==> src/rtl/ucount_prescaler.sv <==
// Programmable tick prescaler feeding the 16-bit up/down counter stage.
// Divides clk or a synchronized external tick by D+1, with one-shot stop on overflow.
module ucount_prescaler #(
  parameter int DIV_W  = 8,
  parameter int PCNT_W = 8
) (
  input  logic              clk,
  input  logic              _areset,
  input  logic              enable,
  input  logic              div_load,
  input  logic [DIV_W-1:0]  div_val,
  input  logic              src_sel,
  input  logic              ext_tick,
  input  logic              _oneshot,
  input  logic              overflow,
  output logic              carry_in,
  output logic              busy,
  output logic              done,
  output logic              div_err,
  output logic [PCNT_W-1:0] pulse_cnt
);

  typedef enum logic [1:0] {
    S_IDLE = 2'd0,
    S_RUN  = 2'd1,
    S_DONE = 2'd2
  } state_e;

  state_e             state_q, state_d;
  logic [DIV_W-1:0]   div_q, div_d;
  logic [DIV_W-1:0]   cnt_q, cnt_d;
  logic [PCNT_W-1:0]  pcnt_q, pcnt_d;
  logic               carry_q, carry_d;
  logic               err_q, err_d;
  logic               sync1_q, sync2_q, prev_q;
  logic               step;

  // Rising edge of the synchronized external tick, or every cycle on the internal source.
  assign step = src_sel ? (sync2_q & ~prev_q) : 1'b1;

  // NOTE: every register uses non-blocking assignment so all state updates
  // see the pre-edge values, independent of statement order.
  always_ff @(posedge clk or negedge _areset) begin
    if (!_areset) begin
      state_q <= S_IDLE;
      div_q   <= '0;
      cnt_q   <= '0;
      pcnt_q  <= '0;
      carry_q <= 1'b0;
      err_q   <= 1'b0;
      sync1_q <= 1'b0;
      sync2_q <= 1'b0;
      prev_q  <= 1'b0;
    end else begin
      state_q <= state_d;
      div_q   <= div_d;
      cnt_q   <= cnt_d;
      pcnt_q  <= pcnt_d;
      carry_q <= carry_d;
      err_q   <= err_d;
      sync1_q <= ext_tick;
      sync2_q <= sync1_q;
      prev_q  <= sync2_q;
    end
  end

  // NOTE: every variable gets a default before the case so no path can
  // leave one unassigned and infer a latch.
  always_comb begin
    state_d = state_q;
    div_d   = div_q;
    cnt_d   = cnt_q;
    pcnt_d  = pcnt_q;
    carry_d = 1'b0;
    err_d   = div_load && (state_q != S_IDLE);

    unique case (state_q)
      S_IDLE: begin
        if (div_load) div_d = div_val;
        if (enable) begin
          state_d = S_RUN;
          cnt_d   = div_load ? div_val : div_q;
          pcnt_d  = '0;
        end
      end
      S_RUN: begin
        // Dropping enable wins over the one-shot stop and swallows any due carry.
        if (!enable) begin
          state_d = S_IDLE;
        end else if (carry_q && overflow && !_oneshot) begin
          state_d = S_DONE;
        end else if (step) begin
          if (cnt_q == '0) begin
            carry_d = 1'b1;
            cnt_d   = div_q;
            if (pcnt_q != '1) pcnt_d = pcnt_q + PCNT_W'(1);
          end else begin
            cnt_d = cnt_q - DIV_W'(1);
          end
        end
      end
      S_DONE: begin
        if (!enable) state_d = S_IDLE;
      end
      default: state_d = S_IDLE;
    endcase
  end

  assign carry_in  = carry_q;
  assign busy      = (state_q != S_IDLE);
  assign done      = (state_q == S_DONE);
  assign div_err   = err_q;
  assign pulse_cnt = pcnt_q;

endmodule
==> config.mk <==
export PLATFORM = sky130hd
export DESIGN_NAME = ucount_prescaler
export DESIGN_NICKNAME = d
export VERILOG_FILES = /design/src/rtl/ucount_prescaler.sv
export SDC_FILE = /design/constraint.sdc
export NUM_CORES = 1
export LEC_CHECK = 0
export ABC_AREA = 1
export BUFFER_PORTS_ARGS = -buffer_cell sky130_fd_sc_hd__buf_2
export CORE_ASPECT_RATIO = 2
export CORE_MARGIN = 4
export CORE_UTILIZATION = 58
export CTS_BUF_LIST = sky130_fd_sc_hd__clkbuf_8
export CTS_CLUSTER_SIZE = 8
export DETAILED_ROUTE_END_ITERATION = 16
export PLACE_DENSITY = 0.8
export SETUP_SLACK_MARGIN = 0.3
export SYNTH_ARGS = -nofsm -noshare
export SYNTH_HDL_FRONTEND = slang
export SYNTH_SLANG_ARGS = --single-unit
==> constraint.sdc <==
create_clock -name clk -period 1.55 [get_ports clk]
set_input_delay 0.0775 -clock clk [delete_from_list [all_inputs] [get_ports clk]]
set_output_delay 0.0775 -clock clk [all_outputs]
set_load 0.02 [all_outputs]
Yosys cells after proc, flatten, opt, wreduce, memory -nomap -nowiden
Index checks and enable logic that the tools add are counted.
Storage, ports and cells
  register bits after elaboration: 31
  bits in latches: 0
  memory bits (writable): 0
  bits in read-only memories: 0
  input port bits: 16
  output and inout port bits: 12
  word-level logic and storage cells: 60
  memories kept: 0
Operators by class
  add/sub/neg operators: 2
  multiply operators: 0
  div/mod/pow operators: 0
  magnitude comparators: 0
  equal/unequal tests: 11
  shifts and indexed selects: 0
  mux-type cells: 25
  bitwise gates (word level): 2
  reductions and logical operators: 11
Operators with widths (count)
  two-way mux 8 bit: 12
  case mux 8 bit (2 select lines): 2
  inequality test 2 bit (second input constant): 7
  adder 8 x 1 -> 8 bit (second input constant): 1
  zero test 8 bit: 1
  two-way mux 2 bit: 4
  inequality test 8 bit (second input constant): 1
  subtractor 8 x 1 -> 8 bit (second input constant): 1
  AND reduction 7 bit: 1
  two-way mux 1 bit: 6
  case mux 2 bit (3 select lines): 1
  AND reduction 5 bit: 1
  nonzero test 2 bit: 2
  logical AND 1 bit: 3
  inequality test 3 bit (second input constant): 1
  AND reduction 3 bit: 1
  equality test 2 x 1 -> 1 bit (second input constant): 1
  equality test 2 bit (second input constant): 1
  zero test 2 bit: 1
  bitwise AND 1 bit: 1
  zero test 1 bit: 1
  NOT 1 bit: 1

Longest topological paths before layout
Gate-level depths: netlist of the first run.
  word-level depth: 7
  mapped depth: 10
  mapped depth without buffers: 10

Worst setup path after synthesis of the first run
OpenSTA, ideal clock, no wires.
  path kind: register to register
  start point: register pcnt_q[0], in the netlist pulse_cnt[0]
  end point: register pcnt_q[5], in the netlist pulse_cnt[5]
  setup time: 0.065 ns
  arrival: 1.450 ns
  required time: 1.485 ns
  setup slack: 0.035 ns
  stages on the path, launching flop included: 10
  path buffers: 0
  period minus slack after synthesis: 1.515 ns
  cells stage by stage: dfrtp_1 -> ha_1 -> nand3_1 -> nor2_1 -> nand2_1 -> nand2_1 -> nand2_2 -> nand2_4 -> nand2_1 -> nand2_1
Between the ends
  cells in the longest elaborated chain, start to end: 7
RTL lines
  from (decl): RTL line 32  | logic [PCNT_W-1:0] pcnt_q, pcnt_d;
  from (signal assigned): RTL line 58  | pcnt_q <= pcnt_d;
  adder 8 x 1 -> 8 bit: RTL line 96  | if (pcnt_q != '1) pcnt_d = pcnt_q + PCNT_W'(1);
  two-way mux 8 bit: RTL line 96
  two-way mux 8 bit: RTL line 93  | if (cnt_q == '0) begin
  two-way mux 8 bit: RTL line 92  | end else if (step) begin
  two-way mux 8 bit: RTL line 90  | end else if (carry_q && overflow && !_oneshot) begin
  two-way mux 8 bit: RTL line 88  | if (!enable) begin
  case mux 8 bit (2 select lines): RTL line 77  | unique case (state_q)
Parallel ways exist; a longest one is shown, timed or not. The select of a mux whose other input is x is not followed.
A chain may end at the register's enable or synchronous reset.

Worst setup path in the final report of the first run
  start point: register cnt_q[2]
  end point: register cnt_q[5]
Between the ends
  cells in the longest elaborated chain, start to end: 6
RTL lines
  from (decl): RTL line 31  | logic [DIV_W-1:0] cnt_q, cnt_d;
  from (signal assigned): RTL line 57  | cnt_q <= cnt_d;
  subtractor 8 x 1 -> 8 bit or zero test 8 bit (tied branches): RTL line 98, 93
  two-way mux 8 bit (*): RTL line 93
  two-way mux 8 bit (*): RTL line 92
  two-way mux 8 bit (*): RTL line 90
  two-way mux 8 bit (*): RTL line 88
  case mux 8 bit (2 select lines) (*): RTL line 77
Mark *: on every way between the ends. The rest lies on a longest branch, timed or not. The select of a mux whose other input is x is not followed.

==> results of run 1 <==
per-layer routing:
layer  vias up  GRT usage (%)
met5         -              0
li1        916              -
met1       889           23.4
met2        58           46.6
met4         0           13.4
met3        23           4.16
state kept, by name, indices dropped and copies added, names as in the netlist:
| register | cells |
|---|---|
| div_q | 8 |
| cnt_q | 8 |
| carry_in | 1 |
| pulse_cnt | 8 |
| state_q | 2 |
| div_err | 1 |
| sync1_q | 1 |
| prev_q | 1 |
| sync2_q | 1 |
final cells by class:
cell class	count	area (µm²)
repair buffers	50	347
multi-input cells	191	1110
fillers	200	463
well taps	30	37.5
clock inverters	2	35.0
flip-flops and latches	31	779
inverters	30	120
clock buffers	6	82.6
synthesized netlist by cell type (2+ instances only):
| cell type | number | area (µm²) |
|---|---|---|
| mux2i_1 | 4 | 40.0 |
| ha_1 | 3 | 37.5 |
| or2_2 | 2 | 12.5 |
| a21oi_1 | 6 | 30.0 |
| o21ai_1 | 2 | 10.0 |
| nand2_1 | 90 | 338 |
| inv_1 | 28 | 105 |
| nor2_4 | 2 | 22.5 |
| nor2_1 | 23 | 86.3 |
| nand3_1 | 32 | 160 |
| dfrtp_1 | 31 | 776 |
| nand2_2 | 3 | 18.8 |
| o21ai_0 | 17 | 85.1 |
| buf_2 | 3 | 15.0 |
critical path, cell delays in order, from the launching register on:
cell	delay [ns]
dfrtp_1	0.42
inv_1	0.12
buf_4	0.14
nand3_1	0.14
o21ai_0	0.23
nand3_1	0.14
nand3_1	0.10
nand2_1	0.05
power groups by stage:
stage | logic [W] | clock network [W] | registers (W)
floorplan | 0.000661 | 0 | 0.00114
global placement | 0.000933 | 0 | 0.00113
detailed placement | 0.000954 | 0 | 0.00114
CTS | 0.00112 | 0.000828 | 0.00111
global route | 0.00155 | 0.000864 | 0.00115
finish | 0.00142 | 0.000824 | 0.00113
kinds of logic after synthesis:
kind of cell,synth area share (%)
compound gates,7.38
xor+xnor,0.974
fa+ha+maj,2.09
buf+inv,7.10
flops,43.1
mux,2.23
simple gates,37.1
per-stage QoR:
| step | std cells | setup WS, ns |
|---|---|---|
| finish | 340 | 0.111 |
| global route | 340 | 0.0286 |
| CTS | 336 | 0.181 |
| detailed placement | 315 | 0.0784 |
| global placement | 315 | 0.117 |
| floorplan | 255 | 0.207 |
worst max-delay path by stage:
stage | start | to | slack (ns) | depth (start not counted)
floorplan | pulse_cnt[0] | pulse_cnt[2] | 0.21 | 9
global placement | cnt_q[0] | pulse_cnt[6] | 0.12 | 10
detailed placement | cnt_q[0] | pulse_cnt[6] | 0.08 | 10
CTS | cnt_q[0] | cnt_q[5] | 0.18 | 8
global route | cnt_q[2] | cnt_q[5] | 0.03 | 7
finish | cnt_q[2] | cnt_q[5] | 0.11 | 7
repair_timing:
item / in CTS / in global routing
endpoints found under the hold margin: 32 / 0
pin swaps: 2 / 13
gates resized for setup: 9 / 47
hold buffers: 2 / 0
endpoints found under the setup margin: 18 / 20
setup buffers: 11 / 4
==> reports/metrics.yaml, run 1 <==
io_pins: 28
fin_crit_ns: 1.44
insertedDiodeCount: 0
cp.arrival_ns: 1.62
drt-wirelength-per-cell_um: 14.6
path_clk_slew_ns: 0.07
first_global_vias: 1879
nets: 328
cp-start-kind: "flop"
cts_root_buffer: "clkbuf_8"
syn_avg_cell_area_um2: 7.05
relSlewSlack_pct: 53.7
utilization_pct: 84.5
min_to: "state_q[1]"
synthDistinctLibCells: 23
cp_max_fo: 4
regToRegSetupSlack_ns: 0.11
wl_um: 4970
final_area_um2: 2510
finalHoldViolCount: 0
yosysSeqAreaShare_pct: 43.1
first_pass_iters: 4
io_buffers: 27
ys.flop_type: "dfrtp_1"
report.final.slew_viol_count: 0
seqPwrFrac_pct: 33.5
grt_pass1_wl_um: 7540
antenna_found_initial: 0
power_frac_comb_pct: 42.0
r2r_end: "cnt_q[5]"
initial_core_util_pct: 60.4
p_leak_nw: 1.30
timing.rr.start: "cnt_q[2]"
grt_setup_unrepaired: "yes"
routabilityCongestion: 0.838
dpl.hpwl_um: 3110
final_cell_mix: "71 x nand2_1, 28 x dfrtp_1, 26 x buf_2, 25 x inv_1, 23 x nand3_1"
setup_viol: 0
ir_drop_mv: 1.38
drt_iter0_markers: 54
met1Wirelength_um: 1680
cts.path.max_buffers: 2
track_usage_pct: 25.1
grt_remaining_overflow: 0
vias: 1886
min_path_cells: 2
p_sw_w: 0.00131
h-tree-depth: 2
ys_seq_elements: 31
cts.sinks: 31
coreArea_um2: 2980
rows: 28
ff2ff_path_depth: 7
synth_nets: 274
tns_ns: 0
dr.max_layer_used: "met4"
cts_buffers: 5
status: "complete, no violations"
wl_met2_um: 2840
die_w_um: 47.4
tightestPinTransition_ns: 0.695
end_kind: "flop"
p_int_w: 0.00207
clk-insertion-delay-late_ns: 0.29
clock.fmax_mhz: 695
finClkSkew_ns: 0.00580
maxCapViolCount: 0
async_flop_share_pct: 100
tritoncts: "done"
hp-class: "input port to flop"
fin_crit_sh_pct: 92.8
drive_gt1_share_pct: 35.8
grt_max_degree: 32
critPathRequiredTime_ns: 1.73
route.met3.wl_um: 228
netlist_area_um2: 1800
antenna_left: 0
p_clk_share_pct: 24.4
synth_edf_count: 0
powerDensity_nw_per_um2: 1340
criticalPathCategory: "flop to flop"
drc: 0
vias_per_cell: 5.55
die_height_um: 86.7
yosys_warnings: 0
switching_share_pct: 38.7
power_w: 0.00338
whs_ns: 0.0715
syn_inst: 255
place_area_um2: 2060
fp.dieArea_um2: 4110
hold_start: "enable"
mostFrequentLayoutCell: "nand2_1"
syn_to_final_growth_pct: 39.9
(Power assumes the default switching activity.)
==> inputs of run 2 (changes only) <==
CORE_UTILIZATION = 53   (was 58)
PLACE_DENSITY = 0.77   (was 0.8)
clock period = 1.3 ns   (was 1.55 ns; I/O delays follow)
==> run 2 against run 1 <==
The flow now finishes with violations (setup timing); count of clock-buffer cells in the layout fell by 1; clock power shrank 13%; worst hold slack got worse by 0.019 ns; die area rose by 8.2%; total power rose by 20%; sequential power grew 18%; first-iteration DRC count is 17% higher; sequential share of layout area is 2.5 points lower; routed wire length grew 6.8%; cell count increased by 6.5%; design area increased by 9.0%; non-clock buffer count up 21; largest cell class unchanged; largest power group unchanged; highest routed layer unchanged.
==> reports/metrics.yaml, run 2 (synthesis results as in run 1) <==
relSlewSlack_pct: 74.4  # +21 points
tightestPinTransition_ns: 0.384  # -0.311 ns
insertedDiodeCount: 0  # unchanged
regToRegSetupSlack_ns: -0.10  # -0.22 ns
h-tree-depth: 2  # unchanged
drt-wirelength-per-cell_um: 14.7  # +0.27%
fin_crit_sh_pct: 108  # +15 points
end_kind: "flop"
clock.fmax_mhz: 712  # +2.5%
cts.sinks: 31  # unchanged
startpoint: "cnt_q[7]"
grt_remaining_overflow: 0  # unchanged
nets: 349  # +6.4%
maxCapViolCount: 0  # unchanged
fin_crit_ns: 1.40  # -0.0346 ns
dr.max_layer_used: "met4"
clk-insertion-delay-late_ns: 0.29  # about the same
cts_buffers: 5  # unchanged
cp_max_fo: 8  # +4
io_buffers: 27  # unchanged
dpl.hpwl_um: 3380  # +8.8%
violations: "setup timing"
finalHoldViolCount: 0  # unchanged
first_global_vias: 1879  # unchanged
worst-path-stages: 7  # unchanged
cp-endpoint: "cnt_q[5]"
report.final.slew_viol_count: 0  # unchanged
fp.dieArea_um2: 4440  # +8.2%
drive_gt1_share_pct: 40.5  # +4.7 points
tritoncts: "done"
vias: 1955  # +3.7%
initial_core_util_pct: 55.7  # -4.7 points
hp-class: "input port to flop"
cp.arrival_ns: 1.58  # -0.04 ns
cp_cell_sequence: "inv_1 -> nand2_1 -> nor2_1 -> nand2_4 -> or2_4 -> nand3_2 -> nand2_1"
place_area_um2: 2290  # +11%
die_height_um: 90.4  # +4.2%
drc: 0  # unchanged
syn_to_final_growth_pct: 52.4
wl_um: 5310  # +6.8%
grt_max_degree: 32  # unchanged
rows: 29  # +3.6%
track_usage_pct: 24.0  # -1.1 points
ff2ff_path_depth: 7  # unchanged
finClkSkew_ns: 0.00531  # -0.000485 ns
mostFrequentLayoutCell: "nand2_1"
routabilityCongestion: 0.881  # +5.1%
met1Wirelength_um: 1810  # +8.1%
cp-start-kind: "flop"
grt_pass1_wl_um: 8260  # +9.5%
setup_viol: 16  # +16
cts_root_buffer: "clkbuf_8"
p_leak_nw: 1.42  # +8.9%
coreArea_um2: 3230  # +8.4%
antenna_found_initial: 0  # unchanged
path_delay_family: "simple AND/OR/NAND/NOR gates"
crit_top_cell: "nand2_1"
grt_setup_unrepaired: "yes"
final_area_um2: 2740  # +9.0%
critPathRequiredTime_ns: 1.48  # -0.25 ns
die_w_um: 49.2  # +3.8%
final_cell_mix: "73 x nand2_1, 27 x inv_1, 27 x buf_4, 26 x dfrtp_1, 24 x nand3_1"
cts.path.max_buffers: 2  # unchanged
cp_slowest_cell: "dfrtp_1"
setup_slack_ns: -0.104  # -0.215 ns
place_ws_ns: -0.133  # -0.211 ns
wl_met2_um: 3080  # +8.3%
route.met3.wl_um: 181  # -21%
vias_per_cell: 5.40  # -2.6%
ir_drop_mv: 1.41  # +2.4%
cp_num_buf_inv: 1  # -1
criticalPathCategory: "flop to flop"
io_pins: 28  # unchanged
first_pass_iters: 4  # unchanged
timing.rr.start: "cnt_q[7]"
powerDensity_nw_per_um2: 1480  # +10%
r2r_end: "cnt_q[5]"
slowest_delay_ns: 0.37  # -0.05 ns
drt_iter0_markers: 63  # +17%
status: "complete, but fails checks"
path_clk_slew_ns: 0.07  # about the same
antenna_left: 0  # unchanged
[run 2: cell types whose count changed in the layout (fill, tap and decap cells not counted), sizes merged]
| cell | before | now |
|---|---|---|
| bufinv | 1 | 0 |
| clkinv | 1 | 2 |
| buf | 48 | 69 |
| inv | 30 | 31 |
| clkbuf | 6 | 5 |
[run 2: through the flow]
step	TNS, ns	total power [W]	hold WS [ns]	util (%)	std cells
final	-0.798	0.00405	0.0525	84.9	362
after global routing	-2.04	0.00430	0.0596	84.9	362
after CTS	-0.344	0.00383	0.0555	80.5	356
after detailed placement	-1.34	0.00282	0.0322	70.9	340
after global placement	-0.686	0.00279	0.0307	70.9	340
after floorplan	-0.355	0.00219	-0.231	-	255
[run 2: worst min path at each step]
stage / startpoint / endpoint / slack, ns / depth (start not counted)
finish: enable / state_q[1] / 0.05 / 2
global route: enable / state_q[1] / 0.06 / 2
CTS: enable / state_q[1] / 0.06 / 2
detailed placement: _areset / sync2_q / 0.03 / 2
global placement: _areset / sync2_q / 0.03 / 2
floorplan: _areset / carry_in / -0.23 / 0
[run 2: worst reg2reg max path: cells and delay by family, from the launching register on]
| kind | cells | cell delay (ns) |
|---|---|---|
| AND/OR/NAND/NOR | 6 | 0.79 |
| flip-flops | 1 | 0.37 |
| buffers and inverters | 1 | 0.14 |
[run 2: routing by layer]
layer | up-vias | global-route usage (%)
met2 | 64 | 47.5
met5 | - | 0
met3 | 25 | 2.98
li1 | 952 | -
met4 | 0 | 11.6
met1 | 914 | 22.8
[run 2: power breakdown]
| group | total, W | internal, W | switching [W] |
|---|---|---|---|
| registers | 0.00133 | 0.00116 | 0.000173 |
| logic | 0.00200 | 0.000907 | 0.00109 |
| clock network | 0.000721 | 0.000359 | 0.000362 |
| total | 0.00405 | 0.00243 | 0.00163 |
[run 2: area by class of cell]
type | instances | area [µm²]
clock buffer | 5 | 68.8
clock inverter | 3 | 12.5
fill | 202 | 489
inverter | 30 | 128
multi-input combinational | 191 | 1120
sequential | 31 | 782
tap | 31 | 38.8
timing repair buffer | 71 | 586
[run 2: what timing repair did]
action | CTS | global route
cloned | 1 | 0
pin swaps | 11 | 17
endpoints found under the setup margin | 33 | 36
gates resized for setup | 53 | 29
hold endpoints to repair | 32 | 0
hold buffers | 2 | 0
buffers inserted | 5 | 6
